==> config.mk <==
export PLATFORM = sky130hd
export DESIGN_NAME = demux_rr_dispatcher
export DESIGN_NICKNAME = d
export VERILOG_FILES = /design/src/rtl/demux_ctrl_pkg.sv /design/src/rtl/demux_rr_dispatcher_rr_pick.sv /design/src/rtl/demux_rr_dispatcher.sv
export SDC_FILE = /design/constraint.sdc
export NUM_CORES = 1
export LEC_CHECK = 0
export CAP_MARGIN = 20
export CORE_MARGIN = 5
export CORE_UTILIZATION = 43
export DETAILED_ROUTE_END_ITERATION = 8
export PLACE_DENSITY = 0.86
export SYNTH_ARGS = -nofsm -noshare
export SYNTH_HDL_FRONTEND = slang
export SYNTH_HIERARCHICAL = 1
export SYNTH_SLANG_ARGS = --single-unit
==> constraint.sdc <==
create_clock -name clk -period 3.8 [get_ports clk]
set_input_delay 0.57 -clock clk [delete_from_list [all_inputs] [get_ports clk]]
set_output_delay 0.57 -clock clk [all_outputs]
set_load 0.01 [all_outputs]
==> src/rtl/demux_ctrl_pkg.sv <==
// Shared constants and types for the 1-to-4 demux dispatcher.
package demux_ctrl_pkg;

   localparam int unsigned N_CH  = 4;
   localparam int unsigned SEL_W = 2;

   typedef enum logic {
      IDLE = 1'b0,
      SEND = 1'b1
   } state_e;

   localparam logic MODE_RR  = 1'b0;
   localparam logic MODE_FIX = 1'b1;

endpackage

==> src/rtl/demux_rr_dispatcher_rr_pick.sv <==
// Cyclic first-set search over the channel enable mask, starting at ptr.
module rr_pick
   import demux_ctrl_pkg::*;
(
   input  logic [SEL_W-1:0] ptr,
   input  logic [N_CH-1:0]  en,
   output logic [SEL_W-1:0] pick,
   output logic             any
);

   logic [SEL_W-1:0] idx;

   // Scan from the farthest offset back to ptr so the nearest enabled channel wins.
   always_comb begin
      pick = ptr;
      any  = 1'b0;
      idx  = '0;
      for (int unsigned k = N_CH; k > 0; k--) begin
         idx = ptr + SEL_W'(k - 1);
         if (en[idx]) begin
            pick = idx;
            any  = 1'b1;
         end
      end
   end

endmodule

==> src/rtl/demux_rr_dispatcher.sv <==
// Dispatcher steering a valid/ready word stream to one of four channels,
// round-robin with configurable bursts or pinned to a fixed channel.
module demux_rr_dispatcher
   import demux_ctrl_pkg::*;
#(
   parameter int unsigned DATA_W = 8,
   parameter int unsigned BURST  = 2
) (
   input  logic              clk,
   input  logic              rst,
   input  logic              in_valid,
   input  logic [DATA_W-1:0] in_data,
   output logic              in_ready,
   input  logic              cfg_mode,
   input  logic [SEL_W-1:0]  cfg_sel,
   input  logic [N_CH-1:0]   cfg_en,
   output logic [N_CH-1:0]   out_valid,
   output logic [DATA_W-1:0] out_data,
   input  logic [N_CH-1:0]   out_ready,
   output logic [SEL_W-1:0]  sel,
   output logic              busy
);

   localparam int unsigned CNT_W = $clog2(BURST + 1);

   state_e            state_q, state_d;
   logic [DATA_W-1:0] data_q, data_d;
   logic [SEL_W-1:0]  sel_q, sel_d;
   logic [SEL_W-1:0]  ptr_q, ptr_d, ptr_post;
   logic [CNT_W-1:0]  bcnt_q, bcnt_d, bcnt_post;
   logic              mode_q, mode_d;
   logic [SEL_W-1:0]  pick;
   logic              any, deliver, eligible, ready_int, accept;

   rr_pick u_pick (
      .ptr  (ptr_post),
      .en   (cfg_en),
      .pick (pick),
      .any  (any)
   );

   always_ff @(posedge clk or posedge rst) begin
      if (rst) begin
         state_q <= IDLE;
         data_q  <= '0;
         sel_q   <= '0;
         ptr_q   <= '0;
         bcnt_q  <= '0;
         mode_q  <= MODE_RR;
      end else begin
         state_q <= state_d;
         data_q  <= data_d;
         sel_q   <= sel_d;
         ptr_q   <= ptr_d;
         bcnt_q  <= bcnt_d;
         mode_q  <= mode_d;
      end
   end

   // Delivery bookkeeping is resolved first so a same-cycle accept picks from the updated ptr/bcnt.
   always_comb begin
      deliver   = (state_q == SEND) & out_ready[sel_q];
      ptr_post  = ptr_q;
      bcnt_post = bcnt_q;
      if (deliver && (mode_q == MODE_RR)) begin
         if (bcnt_q + 1'b1 == CNT_W'(BURST)) begin
            ptr_post  = sel_q + 1'b1;
            bcnt_post = '0;
         end else begin
            ptr_post  = sel_q;
            bcnt_post = bcnt_q + 1'b1;
         end
      end
      eligible  = (cfg_mode == MODE_FIX) | any;
      ready_int = ((state_q == IDLE) | deliver) & eligible;
      accept    = in_valid & ready_int;
   end

   always_comb begin
      state_d = state_q;
      data_d  = data_q;
      sel_d   = sel_q;
      mode_d  = mode_q;
      ptr_d   = ptr_post;
      bcnt_d  = bcnt_post;
      if (accept) begin
         state_d = SEND;
         data_d  = in_data;
         mode_d  = cfg_mode;
         if (cfg_mode == MODE_FIX) begin
            sel_d = cfg_sel;
         end else begin
            sel_d = pick;
            // Skipping past ptr starts a fresh burst on the chosen channel.
            if (pick != ptr_post) bcnt_d = '0;
         end
      end else if (deliver) begin
         state_d = IDLE;
      end
   end

   always_comb begin
      in_ready  = ready_int;
      out_valid = (state_q == SEND) ? (N_CH'(1) << sel_q) : '0;
      out_data  = data_q;
      sel       = sel_q;
      busy      = (state_q == SEND);
   end

endmodule

Word level (Yosys, flattened, before mapping) --
Index checks and enable logic that the tools add are counted.
Cells by class: add/subtract/negate cells 5, multipliers 0, div/mod/pow operators 0, order comparisons 5, equality and inequality tests 2, shift operators 1, mux-type cells 29, bitwise operators 7, reduce and logical (&&, ||, !) cells 2
Operators with widths (number):
- $mux W2 | 12
- $lt A2 B3 Y1 const B | 5
- $mux W1 | 11
- $bmux W1 S2 | 5
- $add A2 B1 Y2 const B | 3
- $add A2 B2 Y2 const B | 2
- $mux W4 | 1
- $shl A1 B2 Y4 const A | 1
- $and A1 B1 Y1 | 3
- $eq A2 B2 Y1 const B | 1
- $ne A2 B2 Y1 | 1
- $not A1 Y1 | 2
- $or A1 B1 Y1 | 2
- $reduce_bool A2 Y1 | 1
- $logic_and A1 B1 Y1 | 1
Word-level totals: bits in registers 16, bits in latches 0, bits in writable memories 0, bits in read-only memories 0, memories kept 0

Longest topological paths before layout --
Gate-level depths: netlist (run 1).
word-level depth 16, mapped depth 12

Modules after synthesis --
Netlist (run 1), hierarchy kept.
By module, submodules not included:
- demux_rr_dispatcher | instances 1, cells each 81, area each 922.1 um^2
- rr_pick | instances 1, cells each 16, area each 100.1 um^2

Worst setup path after synthesis (run 1) --
No wires, ideal clock.
kind reg-to-reg, from register sel_q[1], in the netlist sel[1], to register bcnt_q[0], setup time 0.077 ns, arrival 2.666 ns, path slack 1.057 ns, stages on the path, launching flop included 11, path buffers 1, period minus slack after synthesis 2.743 ns, cell sequence dfrtp_1 > or3b_1 > buf_2 > o22a_1 > o21ai_0 > and2b_2 > or4_1 > nand2_1 > a211oi_1 > nand4b_1 > a21oi_1
On the way: word-level cells in the longest chain between the ends 16, elaborated cells on any way between the ends 35, those cells by class add/sub (4); eq/ne (1); mux (24); bitwise (5); reduce/logical (1)
Ends and longest elaborated chain:
- from (decl) | line demux_rr_dispatcher.sv:28 | logic [SEL_W-1:0] sel_q, sel_d;
- from (signal assigned) | line demux_rr_dispatcher.sv:53 | sel_q <= sel_d;
- $bmux W1 S2 * | line demux_rr_dispatcher.sv:62 | deliver = (state_q == SEND) & out_ready[sel_q];
- $mux W1 (not written as such) * | line demux_rr_dispatcher.sv:62
- $and A1 B1 Y1 * | line demux_rr_dispatcher.sv:62
- $logic_and A1 B1 Y1 * | line demux_rr_dispatcher.sv:65 | if (deliver && (mode_q == MODE_RR)) begin
- $mux W2 * | line demux_rr_dispatcher.sv:65
- net ptr_d[0] | line demux_rr_dispatcher.sv:29 | logic [SEL_W-1:0] ptr_q, ptr_d, ptr_post;
- $add A2 B2 Y2 | line demux_rr_dispatcher_rr_pick.sv:19 | idx = ptr + SEL_W'(k - 1);
- $bmux W1 S2 | line demux_rr_dispatcher_rr_pick.sv:20 | if (en[idx]) begin
- $mux W1 (not written as such) | line demux_rr_dispatcher_rr_pick.sv:20
- $mux W2 (3 in series) | line demux_rr_dispatcher_rr_pick.sv:20
- $mux W2 * | line demux_rr_dispatcher_rr_pick.sv:20
- net pick[1] | line demux_rr_dispatcher.sv:32 | logic [SEL_W-1:0] pick;
- $ne A2 B2 Y1 * | line demux_rr_dispatcher.sv:95 | if (pick != ptr_post) bcnt_d = '0;
- $mux W2 * | line demux_rr_dispatcher.sv:95
- $mux W2 * | line demux_rr_dispatcher.sv:90 | if (cfg_mode == MODE_FIX) begin
- $mux W2 * | line demux_rr_dispatcher.sv:86 | if (accept) begin
- net bcnt_d[0] | line demux_rr_dispatcher.sv:30 | logic [CNT_W-1:0] bcnt_q, bcnt_d, bcnt_post;
- to (signal assigned) | line demux_rr_dispatcher.sv:55 | bcnt_q <= bcnt_d;
- to (decl) | line demux_rr_dispatcher.sv:30
The timed path passes the listed nets; every way through them passes the cells marked *. The select of a mux whose other input is x is not followed. A chain may end at the register's enable or synchronous reset.

Final worst setup path (run 1) --
from register sel_q[1], in the netlist sel[1], to register bcnt_q[1]
Same word-level chain as after synthesis.

==> out/results.tsv, run 1 <==
stage	metric	value	unit
outcome	status	complete, no violations	
sta	Final Skew	2.39	ps
final_layout	fillcell total	205	
grt	first-pass GRT wire length	4.01	mm
floorplanning	Initial Util	45.8	%
clock_network	CTS buffer count	3	
routing	DRT Pass-1 Iters	4	
sta	max-slew violations	0	
grt	GR Layer Usage met3	4.39	%
final_layout	Util after Layout	64.6	%
grt	met1 usage	15.4	%
grt	layer with the highest usage	met2	
sta	fmax	330	MHz
floorplanning	Die Ht	58.8	um
final_layout	layout cells sized above 1	15.6	%
final_layout	most common cell after layout, fill and taps aside	clkdlybuf4s50_1	
sta	Fin. Hold Viols	0	
yosys	synthesized area	1020	um2
pwr	switching share of total power	39.0	%
critical_path	crit path launch type	flip-flop	
sta	Sum Neg Setup Slack	0	ps
floorplanning	Die Span X	58.8	um
final_layout	Layout area overhead	41.1	%
critical_path	slowest CP cell	or4_1	
clock_network	clock root buffer	clkbuf_4	
clock_network	cts repair resizes	0	
routing	DRT antenna net count	0	
yosys	Synth Register Bits	16	
placed_design	Placed Area	1410	um2
worst_hold_path	Hold WC Path Type	flip-flop to flip-flop	
routing	detailed-route vias per instance	5.46	
floorplanning	num ports	38	
critical_path	CP Capture Type	flip-flop	
clock_network	clock sinks	16	
yosys	sequential share of the synthesized area	39.2	%
sta	slew margin rel.	59.1	%
critical_path	critical path's top delay family	simple AND/OR/NAND/NOR gates	
grt	GRT overflow	0	
pwr	Power Dens Cells	755	nW/um2
routing	wire length per cell	14.7	um
pwr	maximum VDD drop	0.000460	V
pwr	combinational share of power	60.1	%
routing	Initial DRC Count	9	
clock_network	CTS tree	yes	
critical_path	Critical Path Sink	bcnt_q[1]	
floorplanning	core area	2230	um2
grt	vias in the first global route	969	
sta	final setup violation count	0	
critical_path	reg-to-reg slack, setup	770	ps
final_layout	final instance area	1440	um2
final_layout	diodes inserted	0	
grt	initial antenna violation count	0	
routing	vias	890	
grt	GRT met2 Usage	27.1	%
critical_path	Setup CP Type	flip-flop to flip-flop	
critical_path	Critical path buffers and inverters	0	
critical_path	Crit path required time	4020	ps
yosys	Netlist cell types	35	
clock_network	H-tree levels	1	
placed_design	Post-DP HPWL	1.94	mm
pwr	clock power share	10.5	%
critical_path	worst r2r dst	bcnt_q[1]	
final_layout	Multi-input gate area	574	um2
yosys	Async SR Flop Fraction	100	%
critical_path	crit path DAT	3250	ps
pwr	sequential share of power	29.4	%
routing	final WL	2.39	mm
yosys	Yosys Warn Count	6	
pwr	Pint	0.664	mW
placed_design	Placer Congestion	0.885	
clock_network	Post CTS Setup Buffer Count	0	
sta	worst slew pin tran	612	ps
grt	pin count of the biggest net entering global routing	17	
final_layout	most frequent cells in the layout	37 x clkdlybuf4s50_1, 16 x dfrtp_1, 9 x mux2_2	
routing	# DRC	0	
yosys	Post-Syn Area per Cell	10.5	um2
pwr	Leak	0.599	nW
grt	GRT Total Usage	14.7	%
placed_design	IO buf count	37	
critical_path	Worst Setup SP	sel[1]	
pwr	Switching Power	0.425	mW
final_layout	register area	400	um2
clock_network	Worst-Skew Late Latency	290	ps
sta	minimum clock period	3030	ps
sta	unrepaired setup endpoints after global routing	false	
yosys	Mapped Cells	97	
clock_network	# hold bufs at CTS	0	
critical_path	max incr delay on CP	500	ps
clock_network	Clk pin slew, worst setup/hold paths	90	ps
flow_run	MaxCap Viol Count	0	
yosys	syn nets	123	
critical_path	Max Fanout on Critical Path	10	
floorplanning	die area	3450	um2
yosys	Main synth FF type	dfrtp_1	
critical_path	Crit path depth	9	
critical_path	critical path cell sequence	or3b_1 -> o22a_1 -> o21ai_0 -> and2b_2 -> or4_1 -> nand2_1 -> a211oi_1 -> nand4b_1 -> a21oi_1	
sta	final worst-path cycle share	79.8	%
floorplanning	floorplan row count	17	
yosys	EDFF count, synth	0	
clock_network	deepest clock path buffer count	2	
critical_path	worst r2r src	sel[1]	
critical_path	worst-case reg-to-reg path depth	9	
final_layout	Final nets	162	
Yosys cell counts (2+ instances only):
master / instances / share of area [%]
inv_1: 7 / 2.6
buf_2: 2 / 0.98
nor2b_1: 2 / 1.2
nand2_1: 4 / 1.5
mux2i_2: 2 / 2.7
mux2_2: 9 / 9.9
o221a_2: 2 / 2.2
o211ai_1: 3 / 2.2
o221ai_1: 3 / 2.6
a21oi_1: 5 / 2.4
nor2_1: 4 / 1.5
ha_1: 4 / 4.9
dfrtp_1: 16 / 39
xnor2_1: 3 / 2.6
o21ai_0: 4 / 2.0
and2_1: 5 / 3.1
mux2i_1: 3 / 2.9
and2b_2: 2 / 1.7
cell families after synthesis:
| family | share of synthesized area, % |
|---|---|
| adder cells (fa/ha/maj) | 4.90 |
| multiplexers | 15.5 |
| flip-flops | 39.2 |
| AND/OR/NAND/NOR | 15.8 |
| AO/OA/AOI/OAI | 17.4 |
| buffers and inverters | 4.65 |
| XOR/XNOR | 2.57 |
routing by layer:
| metal | vias to the layer above | part of all wire, % | wire [um] |
|---|---|---|---|
| met1 | 424 | 42 | 1010 |
| met3 | 2 | 8.6 | 206 |
| met2 | 34 | 48 | 1150 |
| li1 | 430 | - | - |
| met5 | - | 0 | 0 |
| met4 | 0 | 1.1 | 27 |
how the worst min path moves through the flow:
stage                 from           to  slack, ps  cells past startpoint
2_1_floorplan          rst    bcnt_q[0]        480                      1
3_3_place_gp   out_data[1]  out_data[1]        490                      1
3_5_place_dp   out_data[5]  out_data[5]        500                      1
4_1_cts        out_data[5]  out_data[5]        520                      1
5_1_grt        out_data[1]  out_data[1]        540                      1
6_report       out_data[5]  out_data[5]        510                      1
worst reg2reg max path, cell delays in order, from the launching register on:
cell and delay [ps]:
dfrtp_1 490, or3b_1 480, o22a_1 280, o21ai_0 370, and2b_2 260, or4_1 500
nand2_1 140, a211oi_1 60, nand4b_1 210, a21oi_1 170
sequential cells by signal, summed over array words and instances, names as in the netlist:
signal,cells
bcnt_q,2
busy,1
mode_q,1
out_data,8
ptr_q,2
sel,2
per-stage QoR:
| stage | instances | total power [mW] | worst slack [ps] | hold WS [ps] |
|---|---|---|---|---|
| 2_1_floorplan | 97 | 0.723 | 1060 | 477 |
| 3_3_place_gp | 159 | 0.954 | 724 | 489 |
| 3_5_place_dp | 159 | 0.982 | 595 | 496 |
| 4_1_cts | 163 | 1.10 | 792 | 517 |
| 5_1_grt | 163 | 1.17 | 592 | 539 |
| 6_report | 163 | 1.09 | 769 | 514 |
power by group through the flow:
stage / Clock [mW] / Combinational, mW / Sequential [mW]
after detailed placement: 0 / 0.655 / 0.327
after global routing: 0.124 / 0.711 / 0.335
after floorplan: 0 / 0.393 / 0.330
final: 0.114 / 0.654 / 0.321
after CTS: 0.119 / 0.660 / 0.323
after global placement: 0 / 0.632 / 0.322
area by class of cell:
cell class	count	area share, %
repair buffers	37	25.7
clock buffers	4	2.52
inverters	7	1.82
flip-flops and latches	16	27.8
well taps	28	2.43
multi-input cells	71	39.8
No activity file was read; power rests on OpenSTA's default activity.
==> run 2: changes to the inputs <==
Clock period 3.8 ns to 3 ns, I/O delays scaled along.
==> run 2 against run 1 <==
Worst hold slack improved by 6.2 ps; first-iteration DRC count increased by 56%; critical path type unchanged; critical endpoint unchanged; clock skew increased by 7.4 ps; worst setup slack got worse by 520 ps.
==> out/results.tsv, run 2 (same netlist as run 1, synthesis figures left out) <==
stage	metric	value	unit
placed_design	IO buf count	37	
floorplanning	floorplan row count	17	
routing	DRT Pass-1 Iters	4	
flow_run	MaxCap Viol Count	0	
floorplanning	Die Span X	58.8	um
pwr	clock power share	10.2	%
outcome	status	complete, no violations	
clock_network	# hold bufs at CTS	0	
clock_network	Clk pin slew, worst setup/hold paths	100	ps
clock_network	CTS buffer count	3	
grt	initial antenna violation count	0	
critical_path	Crit path required time	3230	ps
clock_network	clock sinks	16	
final_layout	Final nets	165	
routing	# DRC	0	
grt	GRT overflow	0	
critical_path	worst-case reg-to-reg path depth	9	
clock_network	deepest clock path buffer count	2	
final_layout	fillcell total	179	
pwr	Leak	0.613	nW
critical_path	Worst Setup SP	busy	
critical_path	reg-to-reg slack, setup	250	ps
placed_design	placed cells	162	
final_layout	diodes inserted	0	
pwr	Switching Power	0.552	mW
clock_network	Worst-Skew Late Latency	290	ps
routing	DRT antenna net count	0	
grt	GRT Total Usage	14.6	%
sta	max-slew violations	0	
worst_hold_path	Hold WC Path Type	input port to async pin	
sta	Sum Neg Setup Slack	0	ps
floorplanning	Die Ht	58.8	um
final_layout	Layout area overhead	43.3	%
final_layout	most frequent cells in the layout	37 x clkdlybuf4s50_1, 16 x dfrtp_1, 9 x mux2_2	
pwr	combinational share of power	62.1	%
sta	Fin. Hold Viols	0	
placed_design	Post-DP HPWL	1.89	mm
pwr	sequential share of power	27.7	%
pwr	Pint	0.876	mW
sta	unrepaired setup endpoints after global routing	false	
sta	final worst-path cycle share	91.8	%
floorplanning	num ports	38	
clock_network	clock root buffer	clkbuf_4	
grt	first-pass GRT wire length	3.96	mm
critical_path	Max Fanout on Critical Path	9	
pwr	Power Dens Cells	975	nW/um2
critical_path	critical path cell sequence	or3b_1 -> o22a_1 -> o21ai_1 -> and2b_2 -> or4_1 -> nand2_1 -> a211oi_1 -> nand4b_1 -> a21oi_1	
pwr	switching share of total power	38.7	%
final_layout	most common cell after layout, fill and taps aside	clkdlybuf4s50_1	
final_layout	Non-Filler Instances	166	
sta	final setup violation count	0	
floorplanning	Initial Util	45.8	%
critical_path	crit path DAT	2980	ps
critical_path	Setup CP Type	flip-flop to flip-flop	
critical_path	CP Capture Type	flip-flop	
routing	Initial DRC Count	14	
sta	worst slew pin tran	619	ps
grt	pin count of the biggest net entering global routing	17	
critical_path	worst r2r src	busy	
critical_path	max incr delay on CP	500	ps
pwr	maximum VDD drop	0.000614	V
critical_path	crit path launch type	flip-flop	
sta	slew margin rel.	58.7	%
critical_path	slowest CP cell	or4_1	
routing	vias	902	
routing	detailed-route vias per instance	5.43	
critical_path	worst r2r dst	bcnt_q[1]	
clock_network	H-tree levels	1	
final_layout	max reg flops	8	
critical_path	Critical Path Sink	bcnt_q[1]	
sta	minimum clock period	2750	ps
clock_network	CTS tree	yes	
final_layout	layout cells sized above 1	17.4	%
routing	final WL	2.37	mm
clock_network	Post CTS Setup Buffer Count	0	
sta	Final Skew	9.78	ps
routing	wire length per cell	14.3	um
floorplanning	die area	3450	um2
grt	vias in the first global route	949	
placed_design	Placer Congestion	0.913	
sta	fmax	363	MHz
floorplanning	core area	2230	um2
run 2: cell types whose count changed in the layout (fill, tap and decap cells not counted), sizes merged:
cell,change
buf,+3
run 2: layer usage:
layer / vias to the layer above / GRT usage, % / wire [um]
met5: - / 0 / 0
met1: 427 / 17.2 / 1070
met4: 0 / 5.83 / 26
met2: 36 / 25.1 / 1070
met3: 4 / 3.73 / 206
li1: 435 / - / -
run 2: worst min-delay path by stage:
stage	start	depth (start not counted)	end
2_1_floorplan	rst	1	bcnt_q[0]
3_3_place_gp	out_data[1]	1	out_data[1]
3_5_place_dp	out_data[0]	1	out_data[0]
4_1_cts	bcnt_q[1]	2	bcnt_q[1]
5_1_grt	bcnt_q[1]	2	bcnt_q[1]
6_report	rst	2	out_data[4]
run 2: layout make-up:
type | count | area, um2 | share of cell area, %
sequential | 16 | 400 | 27.3
inverter | 7 | 26.3 | 1.79
clock buffer | 4 | 36.3 | 2.48
multi-input combinational | 71 | 574 | 39.2
timing repair buffer | 40 | 393 | 26.8
tap | 28 | 35.0 | 2.39
run 2: power by group through the flow:
| stage | clock, mW | combinational, mW | sequential, mW |
|---|---|---|---|
| final | 0.146 | 0.887 | 0.395 |
| after global routing | 0.158 | 0.962 | 0.416 |
| after CTS | 0.149 | 0.889 | 0.397 |
| after detailed placement | 0 | 0.881 | 0.402 |
| after global placement | 0 | 0.855 | 0.394 |
| after floorplan | 0 | 0.498 | 0.418 |
run 2: repair_timing:
| item | in CTS | in global routing |
|---|---|---|
| hold endpoints to repair | 0 | 0 |
| setup endpoints to repair | 0 | 2 |
| resized for setup | 0 | 1 |
run 2: worst max-delay path, delay by kind of cell, from the launching register on:
kind	cells	cell delay, ps
compound gates	4	720
flops	1	450
simple gates	5	1530
run 2: through the flow:
step | setup WS (ps) | power [mW] | hold WS [ps] | utilization (%) | area (um2)
CTS | 171 | 1.44 | 524 | 65.6 | 1470
finish | 246 | 1.43 | 521 | 65.6 | 1470
global route | 33.3 | 1.54 | 535 | 65.6 | 1470
detailed placement | 29.0 | 1.28 | 501 | 64.0 | 1430
floorplan | 257 | 0.915 | 364 | - | 1020
global placement | 159 | 1.25 | 490 | 64.0 | 1430
==> variant, RTL diff (settings of run 1) <==
Set the parameter `BURST` to 4 (it was 2).
--- a/src/rtl/demux_rr_dispatcher.sv
+++ b/src/rtl/demux_rr_dispatcher.sv
@@ -6,3 +6,3 @@
    parameter int unsigned DATA_W = 8,
-   parameter int unsigned BURST  = 2
+   parameter int unsigned BURST  = 4
 ) (
Check against the original RTL: not equivalent (a bounded check fails within 4 cycles, from zero or initial values and one cycle with rst high).
==> variant against run 1 <==
- power decreased by 6.3%
- cell area rose by 3.5%
- die area rose by 4.4%
- sequential cell count is 1 higher
- setup slack gained 5.3 ps
- area after synthesis is 5.3% higher
- routed wire length up 1.5%
- clock power shrank 15%
- global-route usage is 0.24 points higher
- largest cell class unchanged
==> variant: results (changes against run 1) <==
Global routing
  – Pin count of the biggest net entering global routing: 18 (+1)
  – Via count of the first global-routing pass: 889 (-8.3%)
  – Total global-route track usage: 14.95% (+0.24 points)
  – First-pass GRT wire length: 3.933 mm (-1.9%)

Yosys
  – Area contributors post-synth: dfrtp_1, mux2_2, ha_1
  – YS warnings: 6 (unchanged)
  – Synth top cells by count: dfrtp_1, mux2_2, o21ai_0
  – Post-synthesis sequential area ratio: 39.53% (+0.37 points)
  – Syn Nets: 127 (+3.3%)

Power
  – Lkg Pwr: 0.0006425 uW (+7.3%)
  – Internal power: 623.4 uW (-6.2%)
  – Peak VDD IR: 362.9 uV (-21%)

Setup path
  – Crit-path max FO: 6 (-4)
  – Worst r2r src: sel[0]
  – R2r endpoint: bcnt_q[0]
  – Worst Reg-to-Reg Cells: 9 (unchanged)
  – Setup slack, reg-to-reg: 890 ps (+120 ps)
  – Crit path DAT: 3200 ps (-50 ps)

Final layout
  – Nets@finish: 167 (+3.1%)
  – Multi-input gate area: 609.3 um^2 (+6.1%)
  – Layout cells sized above 1: 16.67% (+1.1 points)
  – Max reg flops: 8 (unchanged)
  – Fill count: 221 (+7.8%)

Route
  – Initial drt markers: 34 (+25)
  – Routed wl met2: 1.248 mm (+8.8%)
  – Via density: 5.262 (-3.6%)
  – TritonRoute pass-1 iters: 5 (+1)
  – DRT Wirelength: 2.431 mm (+1.5%)
  – WL met1: 1.026 mm (+1.4%)

Run status
  – Outcome: finished clean

Placed design
  – Dpl cell area: 1465 um^2 (+4.2%)
  – Pre-CTS setup slack: 475.5 ps (-119.8 ps)
  – HPWL after DPL: 1.981 mm (+2.2%)
  – Placer congestion estimate: 0.9002 (+1.7%)

STA
  – Worst-margin pin slew: 654.9 ps (+42.81 ps)
  – Setup Skew: 1.009 ps (-1.383 ps)
## variant: changes by cell type after synthesis, sizes merged, moves of 3 or more
cell and change:
nand3 +4, nor3 +3, o21ai +4, o221ai -3
## variant: cell type report
type | count | share of cell area [%]
clock inverters | 1 | 0.3353
repair buffers | 37 | 24.81
clock buffers | 3 | 1.509
inverters | 6 | 1.509
multi-input cells | 74 | 40.82
flip-flops and latches | 17 | 28.50
well taps | 30 | 2.515
## variant: stage by stage
step | instances | hold slack (ps)
floorplan | 99 | 480.0
global placement | 164 | 487.9
detailed placement | 164 | 498.9
CTS | 168 | 522.1
global route | 168 | 534.7
finish | 168 | 514.7
## variant: critical path, stage by stage
cell and delay [ps]:
clkdlybuf4s50_1 410, mux4_2 540, and2_4 210, a31oi_4 200
and2b_2 240, or4_1 500, nand2_1 110, nand3_1 80
mux2i_1 250, nor3_1 100
## variant: cell families (layout without fill, tap and decap cells)
| kind of cell | after synthesis | in the layout | synth area share, % |
|---|---|---|---|
| simple gates | 31 | 31 | 17.21 |
| compound gates | 19 | 19 | 13.72 |
| flops | 17 | 17 | 39.54 |
| mux | 16 | 16 | 17.09 |
| buf+inv | 8 | 47 | 3.837 |
| fa+ha+maj | 6 | 6 | 6.977 |
| xor+xnor | 2 | 2 | 1.628 |
## variant: worst max path at each step
stage | startpoint | endpoint | slack, ps
after detailed placement | out_ready[3] | bcnt_q[0] | 480
after CTS | out_ready[3] | bcnt_q[0] | 800
after global routing | out_ready[3] | bcnt_q[1] | 670
after global placement | out_ready[3] | bcnt_q[1] | 590
after floorplan | out_ready[3] | bcnt_q[0] | 1030
final | out_ready[3] | bcnt_q[0] | 770
## variant: per-layer routing
metal	vias up	GRT usage, %
met5	-	0
met4	0	10.13
li1	434	-
met1	408	16.94
met3	7	1.728
met2	35	25.93
## variant: power groups by stage
stage	clock (uW)	sequential (uW)	combinational, uW
2_1_floorplan	0	345	337
3_3_place_gp	0	328	574
3_5_place_dp	0	335	596
4_1_cts	101	332	596
5_1_grt	111	344	645
6_report	97.1	330	593
